==> config.mk <==
export PLATFORM = sky130hd
export DESIGN_NAME = svpwm_sequencer
export DESIGN_NICKNAME = d
export VERILOG_FILES = /design/src/rtl/svpwm_sequencer.sv
export SDC_FILE = /design/constraint.sdc
export NUM_CORES = 1
export LEC_CHECK = 0
export ABC_CLOCK_PERIOD_IN_PS = 9500
export CAP_MARGIN = 10
export CORE_ASPECT_RATIO = 0.9
export CORE_UTILIZATION = 55
export CTS_CLUSTER_DIAMETER = 200
export DETAILED_ROUTE_END_ITERATION = 6
export HOLD_SLACK_MARGIN = 0.15
export PLACE_DENSITY = 0.84
export SLEW_MARGIN = 10
export SYNTH_ARGS = -nofsm -noshare
export SYNTH_HDL_FRONTEND = slang
export SYNTH_SLANG_ARGS = --single-unit
==> constraint.sdc <==
create_clock -name CLK -period 9.5 [get_ports CLK]
set_input_delay 2.375 -clock CLK [delete_from_list [all_inputs] [get_ports CLK]]
set_output_delay 2.375 -clock CLK [all_outputs]
set_load 0.02 [all_outputs]
==> src/rtl/svpwm_sequencer.sv <==
// Seven-segment symmetric space-vector PWM sequencer: double-buffered sector/dwell
// registers feed a segment FSM that is realigned to the period counter every period.
module svpwm_sequencer #(
    parameter int W      = 12,
    parameter int PERIOD = 2000
) (
    input  logic         CLK,
    input  logic         RESET,
    input  logic         LOAD,
    input  logic [2:0]   SECTOR_IN,
    input  logic [W-1:0] T1_IN,
    input  logic [W-1:0] T2_IN,
    output logic [2:0]   SECTOR,
    output logic         U_0,
    output logic         U_1,
    output logic         U_2,
    output logic         U_7,
    output logic         PERIOD_START,
    output logic         ACCEPT,
    output logic         ERR,
    output logic         SAT
);

    localparam int L = W + 1;
    localparam logic [L-1:0] P_L    = L'(PERIOD);
    localparam logic [W-1:0] P_LAST = W'(PERIOD - 1);

    typedef enum logic [2:0] {
        S_Z0A  = 3'd0,
        S_A1   = 3'd1,
        S_A2   = 3'd2,
        S_Z7   = 3'd3,
        S_B2   = 3'd4,
        S_B1   = 3'd5,
        S_Z0B  = 3'd6,
        S_IDLE = 3'd7
    } state_t;

    // Segment lengths indexed by state encoding; slot 7 (idle) is always zero.
    typedef logic [7:0][L-1:0] len_t;

    function automatic len_t seg_lengths(input logic [L-1:0] a, input logic [L-1:0] b);
        logic [L-1:0] h1, h2, z, q, m;
        h1 = a >> 1;
        h2 = b >> 1;
        z  = P_L - (h1 << 1) - (h2 << 1);
        q  = z >> 2;
        m  = z - (q << 1);
        return {{L{1'b0}}, q, h1, h2, m, h2, h1, q};
    endfunction

    function automatic logic [2:0] first_nonzero(input logic [2:0] start, input len_t len);
        logic [2:0] idx;
        logic       found;
        idx   = 3'd7;
        found = 1'b0;
        for (int i = 0; i < 7; i++) begin
            if (!found && i >= int'(start) && len[i] != '0) begin
                idx   = 3'(i);
                found = 1'b1;
            end
        end
        return idx;
    endfunction

    logic [2:0]   r_sh_sector;
    logic [W-1:0] r_sh_t1;
    logic [W-1:0] r_sh_t2;
    logic [2:0]   r_sector;
    logic [W-1:0] r_a;
    logic [W-1:0] r_b;
    logic         r_sat;
    logic [W-1:0] r_cnt;
    logic         r_run;
    logic         r_accept;
    logic         r_err;
    state_t       r_state;
    logic [L-1:0] r_left;
    logic         r_u0, r_u1, r_u2, r_u7, r_period_start;

    logic [L-1:0] w_t1_ext, w_t2_ext, w_a_new, w_b_new, w_rem;
    logic         w_clip;
    logic         w_legal;
    logic         w_wrap;
    len_t         w_len_act;
    len_t         w_len_new;
    logic [2:0]   w_idx;
    state_t       w_state_next;
    logic [L-1:0] w_left_next;

    assign w_legal = (SECTOR_IN <= 3'd5);
    assign w_wrap  = r_run && (r_cnt == P_LAST);

    // Clipping is applied to the shadow values as they transfer, never at capture.
    always_comb begin
        w_t1_ext = {1'b0, r_sh_t1};
        w_t2_ext = {1'b0, r_sh_t2};
        w_a_new  = (w_t1_ext > P_L) ? P_L : w_t1_ext;
        w_rem    = P_L - w_a_new;
        w_b_new  = (w_t2_ext > w_rem) ? w_rem : w_t2_ext;
        w_clip   = (w_t1_ext > P_L) || (w_t2_ext > w_rem);
    end

    assign w_len_act = seg_lengths({1'b0, r_a}, {1'b0, r_b});
    assign w_len_new = seg_lengths(w_a_new, w_b_new);

    always_ff @(posedge CLK) begin
        if (RESET) begin
            r_cnt <= '0;
            r_run <= 1'b0;
        end else begin
            r_run <= 1'b1;
            if (r_run) begin
                r_cnt <= (r_cnt == P_LAST) ? '0 : r_cnt + W'(1);
            end
        end
    end

    always_ff @(posedge CLK) begin
        if (RESET) begin
            r_sh_sector <= '0;
            r_sh_t1     <= '0;
            r_sh_t2     <= '0;
            r_accept    <= 1'b0;
            r_err       <= 1'b0;
        end else begin
            r_accept <= LOAD && w_legal;
            r_err    <= LOAD && !w_legal;
            if (LOAD && w_legal) begin
                r_sh_sector <= SECTOR_IN;
                r_sh_t1     <= T1_IN;
                r_sh_t2     <= T2_IN;
            end
        end
    end

    always_ff @(posedge CLK) begin
        if (RESET) begin
            r_sector <= '0;
            r_a      <= '0;
            r_b      <= '0;
            r_sat    <= 1'b0;
        end else if (w_wrap) begin
            r_sector <= r_sh_sector;
            r_a      <= w_a_new[W-1:0];
            r_b      <= w_b_new[W-1:0];
            r_sat    <= w_clip;
        end
    end

    always_ff @(posedge CLK) begin
        if (RESET) begin
            r_state <= S_IDLE;
            r_left  <= '0;
        end else begin
            r_state <= w_state_next;
            r_left  <= w_left_next;
        end
    end

    // r_left counts the cycles still owed to r_state, including the current one.
    // Period start always restarts the search at Z0A so the FSM stays locked to the counter.
    always_comb begin
        w_idx        = 3'd0;
        w_state_next = r_state;
        w_left_next  = r_left;
        if (!r_run) begin
            w_idx        = first_nonzero(3'd0, w_len_act);
            w_state_next = state_t'(w_idx);
            w_left_next  = w_len_act[w_idx];
        end else if (w_wrap) begin
            w_idx        = first_nonzero(3'd0, w_len_new);
            w_state_next = state_t'(w_idx);
            w_left_next  = w_len_new[w_idx];
        end else if (r_left == L'(1)) begin
            w_idx        = first_nonzero(3'(r_state) + 3'd1, w_len_act);
            w_state_next = state_t'(w_idx);
            w_left_next  = w_len_act[w_idx];
        end else begin
            w_left_next  = r_left - L'(1);
        end
    end

    always_ff @(posedge CLK) begin
        if (RESET) begin
            r_u0           <= 1'b0;
            r_u1           <= 1'b0;
            r_u2           <= 1'b0;
            r_u7           <= 1'b0;
            r_period_start <= 1'b0;
        end else begin
            r_u0           <= (w_state_next == S_Z0A) || (w_state_next == S_Z0B);
            r_u1           <= (w_state_next == S_A1) || (w_state_next == S_B1);
            r_u2           <= (w_state_next == S_A2) || (w_state_next == S_B2);
            r_u7           <= (w_state_next == S_Z7);
            r_period_start <= !r_run || w_wrap;
        end
    end

    assign SECTOR       = r_sector;
    assign U_0          = r_u0;
    assign U_1          = r_u1;
    assign U_2          = r_u2;
    assign U_7          = r_u7;
    assign PERIOD_START = r_period_start;
    assign ACCEPT       = r_accept;
    assign ERR          = r_err;
    assign SAT          = r_sat;

endmodule

==> impl_metrics.ini, run 1 <==
[outcome]
outcome = finished clean

[detailed_routing]
drt-total-wl_mm = 28.0
dr.pass1.iters = 7
via_count = 9621
ant_nets = 0
wire_per_inst_um = 19.0
via_per_inst = 6.54
drc = 0
drtIter0Drc = 1243

[synth]
avgSynthCellArea_um2 = 7.18
seq_area_frac_synth = 0.199
synthFlopType = dfxtp_1
synth_warnings = 0
synth.distinct_cells = 91
async_reset_ff_frac = 0
synth_edf_count = 0
syn_inst = 1247
ys_ff_latch = 89
netlist_area_um2 = 8950

[clock_tree]
clk_pin_slew_worst_paths_ns = 0.07
cts_setup_buffers = 0
clock-sinks = 89
worstSkewPairLatency_ns = 0.35
root_buffer = clkbuf_16
postCtsResizedCells = 0
cts_hold_buf = 0
cts_buffers = 9
cts_tree = built
cts_max_level = 3
clk_path_buf_depth = 2

[hold_path]
hold_class = reg -> reg
hold_end = r_sh_sector[0]
hold_path_depth = 2
worstHoldStart = r_sh_sector[0]

[place]
gp_congestion = 1.03
port_buffers = 40
dp_cells = 1456
hpwl_mm = 21.8

[layout]
instances_no_fill = 1472
drive_gt1_frac = 0.0575
fillers = 1423
regArea_um2 = 1780
num_antenna_cells = 0
final_net_count = 1388
multi_input_area_um2 = 6620
synthToLayoutAreaGrowth_pct = 10.4

[power_and_ir_drop]
combinationalPowerShare = 0.468
seq_power_share = 0.276
switching_power_w = 0.000603
internal_power_w = 0.000867
ir_worst_vdd_mv = 0.129
leakagePower_nw = 3.94
power.share.switching = 0.410
clkPwrFrac = 0.256
power.density_nw_per_um2 = 149

[setup_path]
critPathMaxFanout = 22
slowest_delay_ns = 0.56
timing.rr.start = r_sh_t1[0]
timing.critical_path.buf_inv = 5
cpMaxStageDelayCell = nor3_1
arrival_ns = 9.19
endpoint_kind = flop
path_class = reg -> reg
r2r_end = r_left[8]
required_ns = 9.74
reg2reg_depth = 36
critPathTopFamily = compound AO/OA/AOI/OAI gates
reg2reg_slack_ns = 0.54
start_kind = flop

[floorplanning]
dieArea_um2 = 16800
die_y_um = 123
start_util = 0.572
die_w_um = 136
num_rows = 43
io_pins = 41
core_um2 = 15700

[timing]
max_slew_margin = 0.295
hold_slack_ns = 0.458
slew_violations = 0
timing.fmax_ghz = 0.112
finalSetupViolations = 0
finalCritPeriodShare = 0.943
tns_ns = 0
hold_viol_final = 0
finClkSkew_ns = 0.0121
worstMarginPinSlew_ns = 1.03
finalCriticalPeriod_ns = 8.96
rsz0062_at_grt = false

[global_routing]
antenna_found_initial = 0
grt_overflow_total = 0
track_usage = 0.338
first_global_vias = 8595
grt_start_max_net_pins = 74
grt_pass1_wl_mm = 44.2

[job]
maxCapViolCount = 0
power by group through the flow:
stage               Sequential, W  Clock (W)  Combinational, W
global placement         0.000412          0          0.000652
finish                   0.000405   0.000376          0.000688
detailed placement       0.000413          0          0.000661
global route             0.000407   0.000398          0.000753
CTS                      0.000404   0.000382          0.000667
floorplan                0.000408          0          0.000512
cells in the mapped netlist, drive strengths merged (19+ instances only):
cell type,n,share of area
nor2,138,0.058
nand2,128,0.054
a21oi,115,0.065
inv,99,0.042
dfxtp,89,0.20
ha,89,0.12
o21ai,80,0.048
clkbuf,40,0.017
nand3,39,0.022
nor3,33,0.018
a211oi,29,0.025
o211ai,26,0.022
xnor2,25,0.024
xor2,24,0.023
o21a,19,0.016
cells by family (layout without fill, tap and decap cells):
logic type                 Yosys count  count (layout)  synth area share
AOI/OAI and AO/OA                  393             393             0.296
DFF                                 89              89             0.199
xor gates and xnor gates            49              49            0.0479
buffers and inverters              152             174            0.0653
adders and majority gates           95              95             0.136
other                                1               2          0.000419
muxes                               16              16            0.0182
and+or+nand+nor                    452             452             0.237
placed cells by master, fill, tap and decap left out, types with 19 or more instances in the layout:
cell and instances:
nor2_1 136, nand2_1 126, a21oi_1 114, inv_1 99, dfxtp_1 88, ha_1 88, o21ai_0 70, nand3_1 39
clkdlybuf4s50_1 39, nor3_1 33, a211oi_1 28, o211ai_1 26, xnor2_1 25, xor2_1 24, o21a_1 19
worst max-delay path by stage:
stage | startpoint | endpoint | depth (start not counted)
2_1_floorplan | r_sh_t1[3] | r_left[7] | 36
3_3_place_gp | r_sh_t1[0] | U_7 | 35
3_5_place_dp | r_sh_t1[0] | U_7 | 35
4_1_cts | r_sh_t1[0] | U_7 | 35
5_1_grt | r_sh_t1[0] | U_7 | 35
6_report | r_sh_t1[0] | r_left[8] | 36
area by class of cell:
class	count	area share
clock inverters	7	0.00975
flip-flops and latches	89	0.180
inverters	100	0.0380
clock buffers	9	0.0228
well taps	202	0.0256
repair buffers	58	0.0537
multi-input cells	1007	0.670
through the flow:
| stage | total power, W | instance area (µm²) | utilization | worst slack (ns) |
|---|---|---|---|---|
| floorplan | 0.000920 | 8950 | - | 0.629 |
| global placement | 0.00106 | 9530 | 0.609 | 0.440 |
| detailed placement | 0.00107 | 9530 | 0.609 | 0.204 |
| CTS | 0.00145 | 9850 | 0.629 | 0.200 |
| global route | 0.00156 | 9880 | 0.631 | 0.000878 |
| finish | 0.00147 | 9880 | 0.631 | 0.541 |
worst min-delay path, delay by kind of cell (launching register included):
family           cells  cell delay (ns)
flip-flops           1             0.31
AO/OA/AOI/OAI        1             0.05
AND/OR/NAND/NOR      1             0.05
state kept, by name (all words and copies together) (netlist names), 3 cells and up:
register,flops
SECTOR,3
r_b,11
r_cnt,12
r_sh_t2,12
r_sh_sector,3
r_a,11
r_sh_t1,12
r_state,3
r_left,13
layer usage:
metal | global-route usage | wire length, µm
met4 | 0.110 | 852
met5 | 0 | 0
met1 | 0.464 | 12300
met2 | 0.514 | 11700
met3 | 0.0886 | 3210
Note: power is estimated with default switching activity, not from simulation.
==> run 2: changes to the inputs <==
CORE_MARGIN = 2   (was unset)
==> run 2 against run 1 <==
Against the previous run:
- the flow now finishes with violations (DRC)
- clock skew grew 0.0020 ns
- register-to-register slack is essentially flat
- fmax is essentially flat
- via count shrank 0.57%
- clock-buffer cell count is the same
- critical path depth grew 1
- combinational power is essentially flat
- design area grew 0.16%
- core utilization shrank 1.3 points
- sequential share of layout area is essentially flat
- routed wire length grew 0.50%
- critical path type unchanged
- largest cell class unchanged
- highest routed layer unchanged
==> impl_metrics.ini, run 2 (synthesis gave the netlist of run 1 again) <==
[floorplanning]
die_w_um = 138
dieArea_um2 = 17300
die_y_um = 125
io_pins = 41
num_rows = 44
start_util = 0.559
core_um2 = 16000

[timing]
max_slew_margin = 0.332
hold_viol_final = 0
finClkSkew_ns = 0.0141
finalSetupViolations = 0
finalCriticalPeriod_ns = 8.96
rsz0062_at_grt = false
worstMarginPinSlew_ns = 1.00
slew_violations = 0
tns_ns = 0
finalCritPeriodShare = 0.943
timing.fmax_ghz = 0.112

[place]
port_buffers = 40
hpwl_mm = 21.6
dp_cells = 1463
gp_congestion = 1.06

[power_and_ir_drop]
clkPwrFrac = 0.250
switching_power_w = 0.000612
power.density_nw_per_um2 = 147
internal_power_w = 0.000843
leakagePower_nw = 3.95
combinationalPowerShare = 0.472
seq_power_share = 0.278
power.share.switching = 0.421
ir_worst_vdd_mv = 0.157

[setup_path]
r2r_end = r_left[10]
path_class = reg -> reg
slowest_delay_ns = 0.50
critPathTopFamily = compound AO/OA/AOI/OAI gates
crit_top_cell = ha_1
timing.critical_path.buf_inv = 6
arrival_ns = 9.19
reg2reg_slack_ns = 0.54
critPathMaxFanout = 22
endpoint_kind = flop
timing.rr.start = r_sh_t1[1]
cpMaxStageDelayCell = o41a_1
cp.depth = 37
start_kind = flop
required_ns = 9.73
reg2reg_depth = 37

[job]
maxCapViolCount = 0

[layout]
regMostFlops = r_left
final_net_count = 1391
fillers = 1428
largest_reg_flops = 13
instances_no_fill = 1480
num_antenna_cells = 0
synthToLayoutAreaGrowth_pct = 10.5
final_common_cell = nor2_1
drive_gt1_frac = 0.0589
final_cell_mix = nor2_1 (136), nand2_1 (126), a21oi_1 (114), inv_1 (99)

[hold_path]
hold_class = reg -> reg
worstHoldStart = r_sh_sector[0]
hold_end = r_sh_sector[0]
hold_path_depth = 2

[detailed_routing]
drc = 1
via_count = 9566
drtIter0Drc = 1168
wire_per_inst_um = 19.0
ant_nets = 0
via_per_inst = 6.46
drt-total-wl_mm = 28.1
dr.pass1.iters = 7

[global_routing]
grt_pass1_wl_mm = 44.9
track_usage = 0.317
first_global_vias = 8646
grt_start_max_net_pins = 74
grt_overflow_total = 0
antenna_found_initial = 0

[outcome]
violations = DRC
outcome = complete, but fails checks

[clock_tree]
clk_path_buf_depth = 2
clock-sinks = 89
cts_tree = built
clk_pin_slew_worst_paths_ns = 0.08
cts_buffers = 9
cts_max_level = 3
cts_hold_buf = 0
root_buffer = clkbuf_16
worstSkewPairLatency_ns = 0.35
-- run 2: changes by cell type in the layout (fill, tap and decap cells not counted), sizes merged --
cell	previous run	this run
buf	19	22
bufinv	1	0
clkinv	2	7
clkinvlp	1	0
inv	103	100
-- run 2: cell type report --
class / instances / area (µm²) / area share
clock inverter: 7 / 86.3 / 0.00873
multi-input combinational: 1007 / 6610 / 0.668
tap: 207 / 259 / 0.0262
inverter: 100 / 375 / 0.0379
timing repair buffer: 61 / 553 / 0.0559
clock buffer: 9 / 225 / 0.0228
sequential: 89 / 1780 / 0.180
-- run 2: power groups by stage --
stage               Sequential (W)  Clock, W  Combinational [W]
floorplan                 0.000408         0           0.000512
global placement          0.000412         0           0.000649
detailed placement        0.000412         0           0.000660
CTS                       0.000404  0.000370           0.000664
global route              0.000406  0.000382           0.000759
finish                    0.000405  0.000363           0.000687
-- run 2: stage by stage --
stage	util	area (µm²)	hold WS [ns]	power [W]	worst slack (ns)
global route	0.618	9890	0.478	0.00155	0.0382
detailed placement	0.596	9550	0.447	0.00107	0.340
CTS	0.616	9860	0.458	0.00144	0.232
finish	0.618	9890	0.456	0.00146	0.543
floorplan	-	8950	0.432	0.000920	0.629
global placement	0.596	9550	0.439	0.00106	0.655
-- run 2: worst reg2reg max path: cells and delay by family, from the launching register on --
| kind | cells | cell delay (ns) |
|---|---|---|
| AO/OA/AOI/OAI | 17 | 3.96 |
| adder cells (fa/ha/maj) | 6 | 2.00 |
| AND/OR/NAND/NOR | 5 | 1.01 |
| buffers and inverters | 6 | 0.85 |
| XOR/XNOR | 2 | 0.36 |
| flip-flops | 1 | 0.35 |
| multiplexers | 1 | 0.34 |
-- run 2: timing repair --
action                                  in CTS  in global routing
setup buffers                                0                  1
gates resized for setup                      0                  6
endpoints found under the setup margin       0                 11
-- run 2: how the worst max path moves through the flow --
stage / from / to
floorplan: r_sh_t1[3] / r_left[7]
global placement: r_sh_t1[1] / U_7
detailed placement: r_sh_t1[1] / U_7
CTS: r_sh_t1[1] / U_7
global route: r_sh_t1[1] / r_left[10]
finish: r_sh_t1[1] / r_left[10]
-- run 2: metal layers --
metal	up-vias	share of wire	global-route usage
li1	4557	-	-
met1	4374	0.43	0.432
met2	549	0.43	0.490
met3	86	0.11	0.0854
met4	0	0.032	0.0990
met5	-	0	0
==> run 3: changes to the inputs <==
SETUP_SLACK_MARGIN = 0.05   (was unset)
==> run 3 against run 2 <==
Against the previous run:
- the run still ends with DRC left
- worst hold slack barely moved
- routed wire length rose by 0.23%
- clock skew barely moved
- worst setup slack improved by 0.017 ns
- final cell count did not move
- sequential cell count did not move
- sequential power barely moved
- global-route usage did not move
- largest power group unchanged
- die area did not move
- fmax rose by 0.19%
- largest cell class unchanged
- highest routed layer unchanged
- sequential share of layout area barely moved
- clock power barely moved
==> impl_metrics.ini, run 3 (synthesis gave the netlist of run 1 again) <==
[setup_path]
arrival_ns = 9.18
critPathMaxFanout = 22
path_class = reg -> reg
slowest_delay_ns = 0.50
reg2reg_depth = 37
crit_top_cell = ha_1
cpMaxStageDelayCell = o41a_1
required_ns = 9.73
reg2reg_slack_ns = 0.56
start_kind = flop
endpoint_kind = flop

[place]
hpwl_mm = 21.6
gp_congestion = 1.06
port_buffers = 40

[power_and_ir_drop]
ir_worst_vdd_mv = 0.157
power.share.switching = 0.421
seq_power_share = 0.278
combinationalPowerShare = 0.472
clkPwrFrac = 0.250
switching_power_w = 0.000614
power.density_nw_per_um2 = 147
leakagePower_nw = 3.96
internal_power_w = 0.000843

[layout]
largest_reg_flops = 13
final_common_cell = nor2_1
num_antenna_cells = 0
regMostFlops = r_left
final_net_count = 1391
drive_gt1_frac = 0.0589
final_cell_mix = nor2_1 (136), nand2_1 (126), a21oi_1 (114), inv_1 (99)
synthToLayoutAreaGrowth_pct = 10.6

[clock_tree]
cts_hold_buf = 0
clock-sinks = 89
cts_buffers = 9
clk_path_buf_depth = 2
cts_tree = built
clk_pin_slew_worst_paths_ns = 0.08
root_buffer = clkbuf_16
cts_max_level = 3
worstSkewPairLatency_ns = 0.35

[timing]
hold_viol_final = 0
timing.fmax_ghz = 0.112
finClkSkew_ns = 0.0143
slew_violations = 0
finalSetupViolations = 0
worstMarginPinSlew_ns = 1.04
finalCritPeriodShare = 0.941
finalCriticalPeriod_ns = 8.94
max_slew_margin = 0.306
tns_ns = 0
hold_slack_ns = 0.456
rsz0062_at_grt = false

[floorplanning]
dieArea_um2 = 17300
die_y_um = 125
io_pins = 41
core_um2 = 16000
num_rows = 44
start_util = 0.559
die_w_um = 138

[detailed_routing]
dr.pass1.iters = 7
wire_per_inst_um = 19.1
via_per_inst = 6.45
drc = 1
ant_nets = 0
drtIter0Drc = 1166
drt-total-wl_mm = 28.2
via_count = 9539

[outcome]
violations = DRC
outcome = complete, but fails checks

[hold_path]
hold_path_depth = 2
hold_class = reg -> reg

[global_routing]
antenna_found_initial = 0
grt_start_max_net_pins = 74
first_global_vias = 8646
grt_pass1_wl_mm = 44.9
grt_overflow_total = 0
track_usage = 0.317

[job]
maxCapViolCount = 0
-- run 3: cell count changes in the layout (fill, tap and decap cells not counted) --
cell	delta
buf_4	-1
buf_6	+1
-- run 3: per-layer routing --
metal / routed length, µm / track usage / share of wire
met5: 0 / 0 / 0
met4: 846 / 0.0990 / 0.030
met2: 12100 / 0.490 / 0.43
met3: 3240 / 0.0854 / 0.11
met1: 12000 / 0.432 / 0.43
-- run 3: worst max-delay path: cells and delay by family (launching register included) --
family                   cells  cell delay, ns
AO/OA/AOI/OAI               17            3.97
adder cells (fa/ha/maj)      6            2.00
AND/OR/NAND/NOR              5            1.01
buffers and inverters        6            0.80
XOR/XNOR                     2            0.36
flip-flops                   1            0.35
multiplexers                 1            0.33
-- run 3: worst paths after layout --
path,startpoint,endpoint
min reg2reg,r_sh_sector[0],r_sh_sector[0]
max,r_sh_t1[1],r_left[10]
min,r_sh_sector[0],r_sh_sector[0]
max reg2reg,r_sh_t1[1],r_left[10]
-- run 3: final cells by class --
cell class | count | area (µm²)
Multi-Input combinational cell | 1007 | 6610
Fill cell | 1428 | 6120
Sequential cell | 89 | 1780
Timing Repair Buffer | 61 | 557
Inverter | 100 | 375
Tap cell | 207 | 259
Clock buffer | 9 | 225
Clock inverter | 7 | 86.3
-- run 3: power by group through the flow --
stage          combinational (W)  sequential, W  clock [W]
5_1_grt                 0.000759       0.000406   0.000382
3_5_place_dp            0.000660       0.000412          0
2_1_floorplan           0.000512       0.000408          0
6_report                0.000687       0.000405   0.000365
3_3_place_gp            0.000649       0.000412          0
4_1_cts                 0.000664       0.000404   0.000370
-- run 3: through the flow --
| step | setup WS [ns] | utilization | total power (W) | std cells | area (µm²) |
|---|---|---|---|---|---|
| finish | 0.560 | 0.618 | 0.00146 | 1480 | 9900 |
| global route | 0.0716 | 0.618 | 0.00155 | 1480 | 9900 |
| CTS | 0.232 | 0.616 | 0.00144 | 1479 | 9860 |
| detailed placement | 0.340 | 0.596 | 0.00107 | 1463 | 9550 |
| global placement | 0.655 | 0.596 | 0.00106 | 1463 | 9550 |
| floorplan | 0.629 | - | 0.000920 | 1248 | 8950 |
-- run 3: repair_timing --
item,in CTS,in global routing
buffers inserted,0,1
setup endpoints to repair,0,12
gates resized for setup,0,7
